==> src/rtl/mem_ctrl_pkg.sv <==
// Shared definitions for the data memory controller.
// Holds the access-size encodings, the controller state encoding and the
// default byte address of RAM word 0. No ports; imported by the controller
// top and the lane alignment sub-module.
package mem_ctrl_pkg;

  localparam logic [31:0] DEFAULT_BASE_ADDRESS = 32'h1001_0000;

  typedef enum logic [1:0] {
    SIZE_BYTE    = 2'b00,
    SIZE_HALF    = 2'b01,
    SIZE_WORD    = 2'b10,
    SIZE_ILLEGAL = 2'b11
  } req_size_e;

  typedef enum logic [1:0] {
    ST_IDLE  = 2'b00,
    ST_READ  = 2'b01,
    ST_WRITE = 2'b10,
    ST_RESP  = 2'b11
  } ctrl_state_e;

endpackage

==> src/rtl/mem_lane_align.sv <==
// Combinational byte-lane alignment for 32-bit little-endian words.
// Ports:
//   rd_word     in  32  word currently read from RAM
//   wdata       in  32  right-justified store data
//   size        in   2  access size (byte / half / word)
//   byte_sel    in   2  byte offset inside the word
//   is_signed   in   1  sign-extend extracted loads
//   merged_word out 32  rd_word with the selected lanes replaced by wdata
//   load_data   out 32  selected lanes extracted and extended
module mem_lane_align
  import mem_ctrl_pkg::*;
(
  input  logic [31:0] rd_word,
  input  logic [31:0] wdata,
  input  req_size_e   size,
  input  logic [1:0]  byte_sel,
  input  logic        is_signed,
  output logic [31:0] merged_word,
  output logic [31:0] load_data
);

  logic [4:0]  lane_shift_s;
  logic [31:0] lane_mask_s;
  logic [7:0]  byte_s;
  logic [15:0] half_s;

  // Bit position of the addressed lane (byte_sel * 8).
  assign lane_shift_s = {byte_sel, 3'b000};

  // Build the mask of lanes a store overwrites; illegal size touches nothing.
  always_comb begin
    case (size)
      SIZE_BYTE: lane_mask_s = 32'h0000_00FF << lane_shift_s;
      SIZE_HALF: lane_mask_s = 32'h0000_FFFF << lane_shift_s;
      SIZE_WORD: lane_mask_s = 32'hFFFF_FFFF;
      default:   lane_mask_s = 32'h0000_0000;
    endcase
  end

  // Store data is shifted into the addressed lanes; other lanes keep rd_word.
  assign merged_word = (rd_word & ~lane_mask_s) | ((wdata << lane_shift_s) & lane_mask_s);

  // Pick the addressed byte lane.
  always_comb begin
    case (byte_sel)
      2'd0:    byte_s = rd_word[7:0];
      2'd1:    byte_s = rd_word[15:8];
      2'd2:    byte_s = rd_word[23:16];
      2'd3:    byte_s = rd_word[31:24];
      default: byte_s = rd_word[7:0];
    endcase
  end

  // Halfwords are always aligned, so only byte_sel[1] selects the half.
  assign half_s = byte_sel[1] ? rd_word[31:16] : rd_word[15:0];

  // Extend the extracted lane to a full word.
  always_comb begin
    case (size)
      SIZE_BYTE: load_data = {{24{is_signed & byte_s[7]}}, byte_s};
      SIZE_HALF: load_data = {{16{is_signed & half_s[15]}}, half_s};
      SIZE_WORD: load_data = rd_word;
      default:   load_data = 32'h0000_0000;
    endcase
  end

endmodule

==> src/rtl/data_memory_controller.sv <==
// Load/store controller in front of a single-port word RAM.
// Accepts one byte/half/word request at a time, range- and alignment-checks
// it, performs read-modify-write for sub-word stores and returns a one-cycle
// response pulse.
// Ports:
//   clk, reset (async, active low)
//   req_valid/req_ready, req_write, req_size, req_signed, req_address, req_wdata
//   rsp_valid, rsp_rdata, rsp_error
//   ram_write_enable, ram_address, ram_WriteData, ram_ReadData (to single_port_ram)
module data_memory_controller
  import mem_ctrl_pkg::*;
#(
  parameter int unsigned MEMORY_DEPTH = 32,
  parameter int unsigned DATA_WIDTH   = 32,
  parameter logic [31:0] BASE_ADDRESS = DEFAULT_BASE_ADDRESS
) (
  input  logic                  clk,
  input  logic                  reset,
  input  logic                  req_valid,
  output logic                  req_ready,
  input  logic                  req_write,
  input  logic [1:0]            req_size,
  input  logic                  req_signed,
  input  logic [31:0]           req_address,
  input  logic [DATA_WIDTH-1:0] req_wdata,
  output logic                  rsp_valid,
  output logic [DATA_WIDTH-1:0] rsp_rdata,
  output logic                  rsp_error,
  output logic                  ram_write_enable,
  output logic [31:0]           ram_address,
  output logic [DATA_WIDTH-1:0] ram_WriteData,
  input  logic [DATA_WIDTH-1:0] ram_ReadData
);

  localparam logic [31:0] BYTE_SPAN = 32'(MEMORY_DEPTH * 4);

  ctrl_state_e state_r;
  logic        req_ready_r;
  logic        rsp_valid_r;
  logic [31:0] rsp_rdata_r;
  logic        rsp_error_r;
  logic        ram_we_r;
  logic [31:0] ram_address_r;
  logic [31:0] ram_wdata_r;

  logic        write_r;
  req_size_e   size_r;
  logic        signed_r;
  logic [1:0]  byte_sel_r;
  logic [31:0] wdata_r;

  logic [31:0] offset_s;
  logic        in_range_s;
  logic        req_error_s;
  logic        accept_s;
  logic [31:0] word_address_s;
  logic [31:0] merged_s;
  logic [31:0] load_s;

  assign accept_s       = req_valid & req_ready_r;
  assign offset_s       = req_address - BASE_ADDRESS;
  // Both tests are needed: the subtraction wraps for addresses below the base.
  assign in_range_s     = (req_address >= BASE_ADDRESS) && (offset_s < BYTE_SPAN);
  assign word_address_s = BASE_ADDRESS + {offset_s[31:2], 2'b00};

  // Classify the incoming request as rejected or serviceable.
  always_comb begin
    req_error_s = 1'b0;
    if (!in_range_s) begin
      req_error_s = 1'b1;
    end else begin
      case (req_size)
        SIZE_BYTE: req_error_s = 1'b0;
        SIZE_HALF: req_error_s = offset_s[0];
        SIZE_WORD: req_error_s = (offset_s[1:0] != 2'b00);
        default:   req_error_s = 1'b1;
      endcase
    end
  end

  mem_lane_align u_lane_align (
    .rd_word     (ram_ReadData),
    .wdata       (wdata_r),
    .size        (size_r),
    .byte_sel    (byte_sel_r),
    .is_signed   (signed_r),
    .merged_word (merged_s),
    .load_data   (load_s)
  );

  // Controller FSM; every output is a register updated on state entry.
  always_ff @(posedge clk or negedge reset) begin
    if (!reset) begin
      state_r       <= ST_IDLE;
      req_ready_r   <= 1'b1;
      rsp_valid_r   <= 1'b0;
      rsp_rdata_r   <= 32'h0000_0000;
      rsp_error_r   <= 1'b0;
      ram_we_r      <= 1'b0;
      ram_address_r <= BASE_ADDRESS;
      ram_wdata_r   <= 32'h0000_0000;
      write_r       <= 1'b0;
      size_r        <= SIZE_BYTE;
      signed_r      <= 1'b0;
      byte_sel_r    <= 2'b00;
      wdata_r       <= 32'h0000_0000;
    end else begin
      case (state_r)
        ST_IDLE: begin
          if (accept_s) begin
            write_r     <= req_write;
            size_r      <= req_size_e'(req_size);
            signed_r    <= req_signed;
            byte_sel_r  <= offset_s[1:0];
            wdata_r     <= req_wdata;
            req_ready_r <= 1'b0;
            if (req_error_s) begin
              state_r     <= ST_RESP;
              rsp_valid_r <= 1'b1;
              rsp_error_r <= 1'b1;
              rsp_rdata_r <= 32'h0000_0000;
            end else begin
              ram_address_r <= word_address_s;
              // Full-word stores need no read; go straight to the write.
              if (req_write && (req_size == SIZE_WORD)) begin
                state_r     <= ST_WRITE;
                ram_we_r    <= 1'b1;
                ram_wdata_r <= req_wdata;
              end else begin
                state_r <= ST_READ;
              end
            end
          end
        end
        ST_READ: begin
          if (write_r) begin
            state_r     <= ST_WRITE;
            ram_we_r    <= 1'b1;
            ram_wdata_r <= merged_s;
          end else begin
            state_r     <= ST_RESP;
            rsp_valid_r <= 1'b1;
            rsp_error_r <= 1'b0;
            rsp_rdata_r <= load_s;
          end
        end
        ST_WRITE: begin
          state_r     <= ST_RESP;
          ram_we_r    <= 1'b0;
          rsp_valid_r <= 1'b1;
          rsp_error_r <= 1'b0;
          rsp_rdata_r <= 32'h0000_0000;
        end
        ST_RESP: begin
          state_r     <= ST_IDLE;
          rsp_valid_r <= 1'b0;
          req_ready_r <= 1'b1;
        end
        default: begin
          state_r     <= ST_IDLE;
          rsp_valid_r <= 1'b0;
          ram_we_r    <= 1'b0;
          req_ready_r <= 1'b1;
        end
      endcase
    end
  end

  assign req_ready        = req_ready_r;
  assign rsp_valid        = rsp_valid_r;
  assign rsp_rdata        = rsp_rdata_r;
  assign rsp_error        = rsp_error_r;
  assign ram_write_enable = ram_we_r;
  assign ram_address      = ram_address_r;
  assign ram_WriteData    = ram_wdata_r;

endmodule

==> config.mk <==
export PLATFORM = sky130hd
export DESIGN_NAME = data_memory_controller
export DESIGN_NICKNAME = d
export VERILOG_FILES = /design/src/rtl/mem_ctrl_pkg.sv /design/src/rtl/mem_lane_align.sv /design/src/rtl/data_memory_controller.sv
export SDC_FILE = /design/constraint.sdc
export NUM_CORES = 1
export LEC_CHECK = 0
export CAP_MARGIN = 0
export CORE_ASPECT_RATIO = 1.5
export CORE_MARGIN = 2
export CORE_UTILIZATION = 36
export DETAILED_ROUTE_END_ITERATION = 8
export DONT_BUFFER_PORTS = 1
export HOLD_SLACK_MARGIN = 0.08
export SLEW_MARGIN = 20
export SYNTH_ARGS = -nofsm -noshare
export SYNTH_HDL_FRONTEND = slang
export SYNTH_SLANG_ARGS = --single-unit
==> constraint.sdc <==
create_clock -name clk -period 2.96 [get_ports clk]
set_clock_uncertainty 0.2 [all_clocks]
set_input_delay 0.444 -clock clk [delete_from_list [all_inputs] [get_ports clk]]
set_output_delay 0.444 -clock clk [all_outputs]
set_load 0.03 [all_outputs]
==> out/summary.md <==
### Global routing
• global-route wire length before repair: 34700 um
• total overflow reported by the global router: 0
• number of antenna violations at the first check in global routing: 0
• Total GRT Usage: 0.196
• maximum number of pins on one net before global-route repair: 139
• number of global-route vias before repair: 5873

### Timing
• minimum clock period after layout: 2500 ps
• final hold violation count: 138
• worst slew margin relative to its limit: 0.469
• transition time of the tightest slew-check pin: 795 ps
• setup repair after global routing missed its margin: no
• Final setup viols: 0
• peak clock frequency supported by timing: 0.400 GHz
• accumulated negative setup slack: 0 ps
• fin crit share: 0.844
• Hold Worst Slack: -488 ps
• Final Max Slew Viols: 0

### Clock tree
• Post-CTS Resized: 0
• Num CTS Buffers: 17
• number of buffers inserted by hold repair at cts: 53
• number of buffers between clock root and the deepest sink: 2
• count of H-tree levels built during CTS: 4
• CTS Sinks: 138
• Setup Fix Bufs, Post-CTS: 0
• root buffer selected by CTS: sky130_fd_sc_hd__clkbuf_16
• clock tree from TritonCTS: done
• clk slew on worst S/H paths: 60 ps
• Clock Latency Late Sink: 430 ps

### Final layout
• antenna diode instance count: 0
• filler-free cell count of the finished design: 1050
• FILL cells: 2073
• count of nets after finishing: 875
• fraction of layout instances using a drive strength above 1: 0.242
• post-route cell area: 9220 um^2
• layout overhead on the synthesized area: 17.6%

### Worst setup path
• Data arrival, critical path: 2610 ps
• number of cells on the worst reg-to-reg path: 6
• kind of critical path: reg2reg
• kind of end point of the critical path: flop
• worst path cell trace: nor2b_1, a21o_1, a21oi_2, mux2_2, mux2_2, mux2_2
• critical path launch point type: flop
• highest cell delay on the worst timing path: 410 ps
• cell at the slowest stage of the critical path: sky130_fd_sc_hd__mux2_2
• Max FO, Critical Path: 9
• worst path required time: 3070 ps
• Most common cell on crit path: sky130_fd_sc_hd__mux2_2

### Route
• Via Count: 5907
• iteration count of the initial detailed-routing pass: 5
• antenna violation net count after detailed routing: 0
• Wirelength per Cell: 21.7 um
• total wire length after detailed routing: 22800 um
• vias per std cell: 5.63
• DRC Markers: 0
• number of DRC violations after detailed-routing iteration 0: 367

### Power
• switching power: 4.65 mW
• clock power share: 0.197
• cell internal pwr: 5.86 mW
• fraction of power consumed by combinational cells: 0.406
• switching part of the total: 0.442
• sequential power share: 0.397
• IR drop worst, VDD: 0.492 mV
• power per cell area: 1140 nW/um^2
• leakage power total: 4.01 nW

### Hold path
• Hold Crit Class: in2async

### Yosys
• synthesis-stage register bit count: 138
• Async S/R FF share, synth: 1.00
• dominant synthesized flop cell: sky130_fd_sc_hd__dfrtp_1
• EDFF count, synth: 0
• synthesized area: 7830 um^2
• proportion of synthesized chip area in sequential cells: 0.441
• number of distinct library cells after synthesis: 61
• Yosys warnings: 0
• average cell area after synthesis: 10.8 um^2
• cell count after synthesis: 727

### Place
• gpl congestion: 0.845
• dpl cell area: 8110 um^2
• number of buffer cells added on primary ports: 0
• cell count after placement: 965
• HPWL after detailed placement: 16500 um

### Run status
• outcome: finished, violations left
• violated checks: negative hold slack

### Floorplan
• floorplan row count: 66
• boundary pin count: 203
• die width: 124 um
• Die Height: 185 um
• full die area: 23000 um^2
• initial standard-cell utilization of the core: 0.363
• core area: 21600 um^2

### Run
• Maximum Capacitance Violations: 0

power groups by stage:
stage               sequential [mW]  combinational (mW)  clock [mW]
global route                   4.26                4.68        2.20
floorplan                      3.93                3.34           0
detailed placement             4.23                4.20           0
CTS                            4.19                4.28        2.13
global placement               4.22                4.15           0
finish                         4.17                4.26        2.07
Yosys cell counts, types with 3 or more instances:
library cell,count,share of area
sky130_fd_sc_hd__dfrtp_1,135,0.43
sky130_fd_sc_hd__mux2_2,100,0.14
sky130_fd_sc_hd__nor2_1,57,0.027
sky130_fd_sc_hd__nand2_1,49,0.023
sky130_fd_sc_hd__a21oi_1,43,0.027
sky130_fd_sc_hd__mux2i_1,43,0.055
sky130_fd_sc_hd__nor2b_1,35,0.028
sky130_fd_sc_hd__o21ai_0,33,0.021
sky130_fd_sc_hd__a32o_1,32,0.041
sky130_fd_sc_hd__clkbuf_1,31,0.015
sky130_fd_sc_hd__a21o_1,17,0.016
sky130_fd_sc_hd__a211oi_1,16,0.015
sky130_fd_sc_hd__inv_1,11,0.0053
sky130_fd_sc_hd__buf_2,9,0.0057
sky130_fd_sc_hd__a221o_1,8,0.010
sky130_fd_sc_hd__buf_1,8,0.0038
sky130_fd_sc_hd__nor3_1,8,0.0051
sky130_fd_sc_hd__ha_1,7,0.011
sky130_fd_sc_hd__mux4_2,7,0.020
sky130_fd_sc_hd__nand3_1,7,0.0045
sky130_fd_sc_hd__nand4_1,5,0.0040
sky130_fd_sc_hd__buf_4,4,0.0038
sky130_fd_sc_hd__buf_6,4,0.0057
sky130_fd_sc_hd__nor4b_1,4,0.0045
sky130_fd_sc_hd__or2_2,4,0.0032
sky130_fd_sc_hd__and2_1,3,0.0024
sky130_fd_sc_hd__buf_8,3,0.0057
sky130_fd_sc_hd__dfstp_2,3,0.010
sky130_fd_sc_hd__nor4_1,3,0.0024
area by class of cell:
| type | instances | area, um^2 | area share |
|---|---|---|---|
| Tap cell | 272 | 340 | 0.0369 |
| Multi-Input combinational cell | 520 | 4060 | 0.441 |
| Clock buffer | 18 | 429 | 0.0466 |
| Timing Repair Buffer | 77 | 748 | 0.0812 |
| Clock inverter | 14 | 136 | 0.0148 |
| Sequential cell | 138 | 3460 | 0.375 |
| Inverter | 11 | 41.3 | 0.00448 |
flip-flops by register name (all words and copies together), names as in the netlist:
name              count
rsp_valid             1
ram_write_enable      1
write_r               1
ram_address          30
state_r               2
rsp_error             1
wdata_r              32
byte_sel_r            2
rsp_rdata            32
req_ready             1
signed_r              1
ram_WriteData        32
size_r                2
critical path, delay by kind of cell (launching register included):
family	cells	cell delay [ps]
mux	3	930
compound gates	2	610
flops	1	390
simple gates	1	250
worst paths after layout:
kind	start	to	slack (ps)
min in group clk	ram_ReadData[4]	rsp_rdata[4]	100
worst max register to register	byte_sel_r[1]	ram_WriteData[18]	460
worst min register to register	wdata_r[30]	wdata_r[30]	300
worst min-delay path	reset	ram_write_enable	-490
worst max-delay path	byte_sel_r[1]	ram_WriteData[18]	460
max in group asynchronous	reset	ram_address[28]	2800
metrics by stage:
stage                     hold slack [ps]  utilization  power (mW)  worst slack [ps]
after floorplan                     -51.6            -        7.27              50.2
after global placement              -48.2        0.376        8.37               157
after detailed placement            -48.0        0.376        8.43              74.5
after CTS                            -517        0.427        10.6               454
after global routing                 -514        0.428        11.1               339
final                                -488        0.428        10.5               460
layer usage:
layer	share of wire	track usage	routed length (um)	up-vias
met2	0.50	0.334	11500	204
met5	0	0	0	-
met4	0.031	0.0804	700	0
li1	-	-	-	2752
met3	0.074	0.0676	1690	37
met1	0.39	0.226	8930	2914
logic make-up after synthesis:
family | Yosys count | synth area share
other cells | 1 | 0.000479
simple gates | 184 | 0.116
compound gates | 173 | 0.162
fa+ha+maj | 7 | 0.0112
mux | 151 | 0.220
flops | 138 | 0.441
buf+inv | 70 | 0.0450
xor+xnor | 3 | 0.00335
cells in the final DEF (no fill, tap or decap), types with 8 or more instances in the layout:
cell type                       Yosys  final
sky130_fd_sc_hd__inv_1             11     11
sky130_fd_sc_hd__nor2_1            57     55
sky130_fd_sc_hd__o21ai_0           33     33
sky130_fd_sc_hd__buf_4              4     21
sky130_fd_sc_hd__clkbuf_16          0     17
sky130_fd_sc_hd__mux2i_1           43     43
sky130_fd_sc_hd__a21oi_1           43     43
sky130_fd_sc_hd__nor3_1             8      8
sky130_fd_sc_hd__a21o_1            17     17
sky130_fd_sc_hd__a32o_1            32     32
sky130_fd_sc_hd__nor2b_1           35     35
sky130_fd_sc_hd__dfrtp_1          135    133
sky130_fd_sc_hd__dlygate4sd3_1      0     53
sky130_fd_sc_hd__nand2_1           49     49
sky130_fd_sc_hd__a211oi_1          16     15
sky130_fd_sc_hd__a221o_1            8      8
sky130_fd_sc_hd__mux2_2           100    100
(Power assumes the default switching activity.)
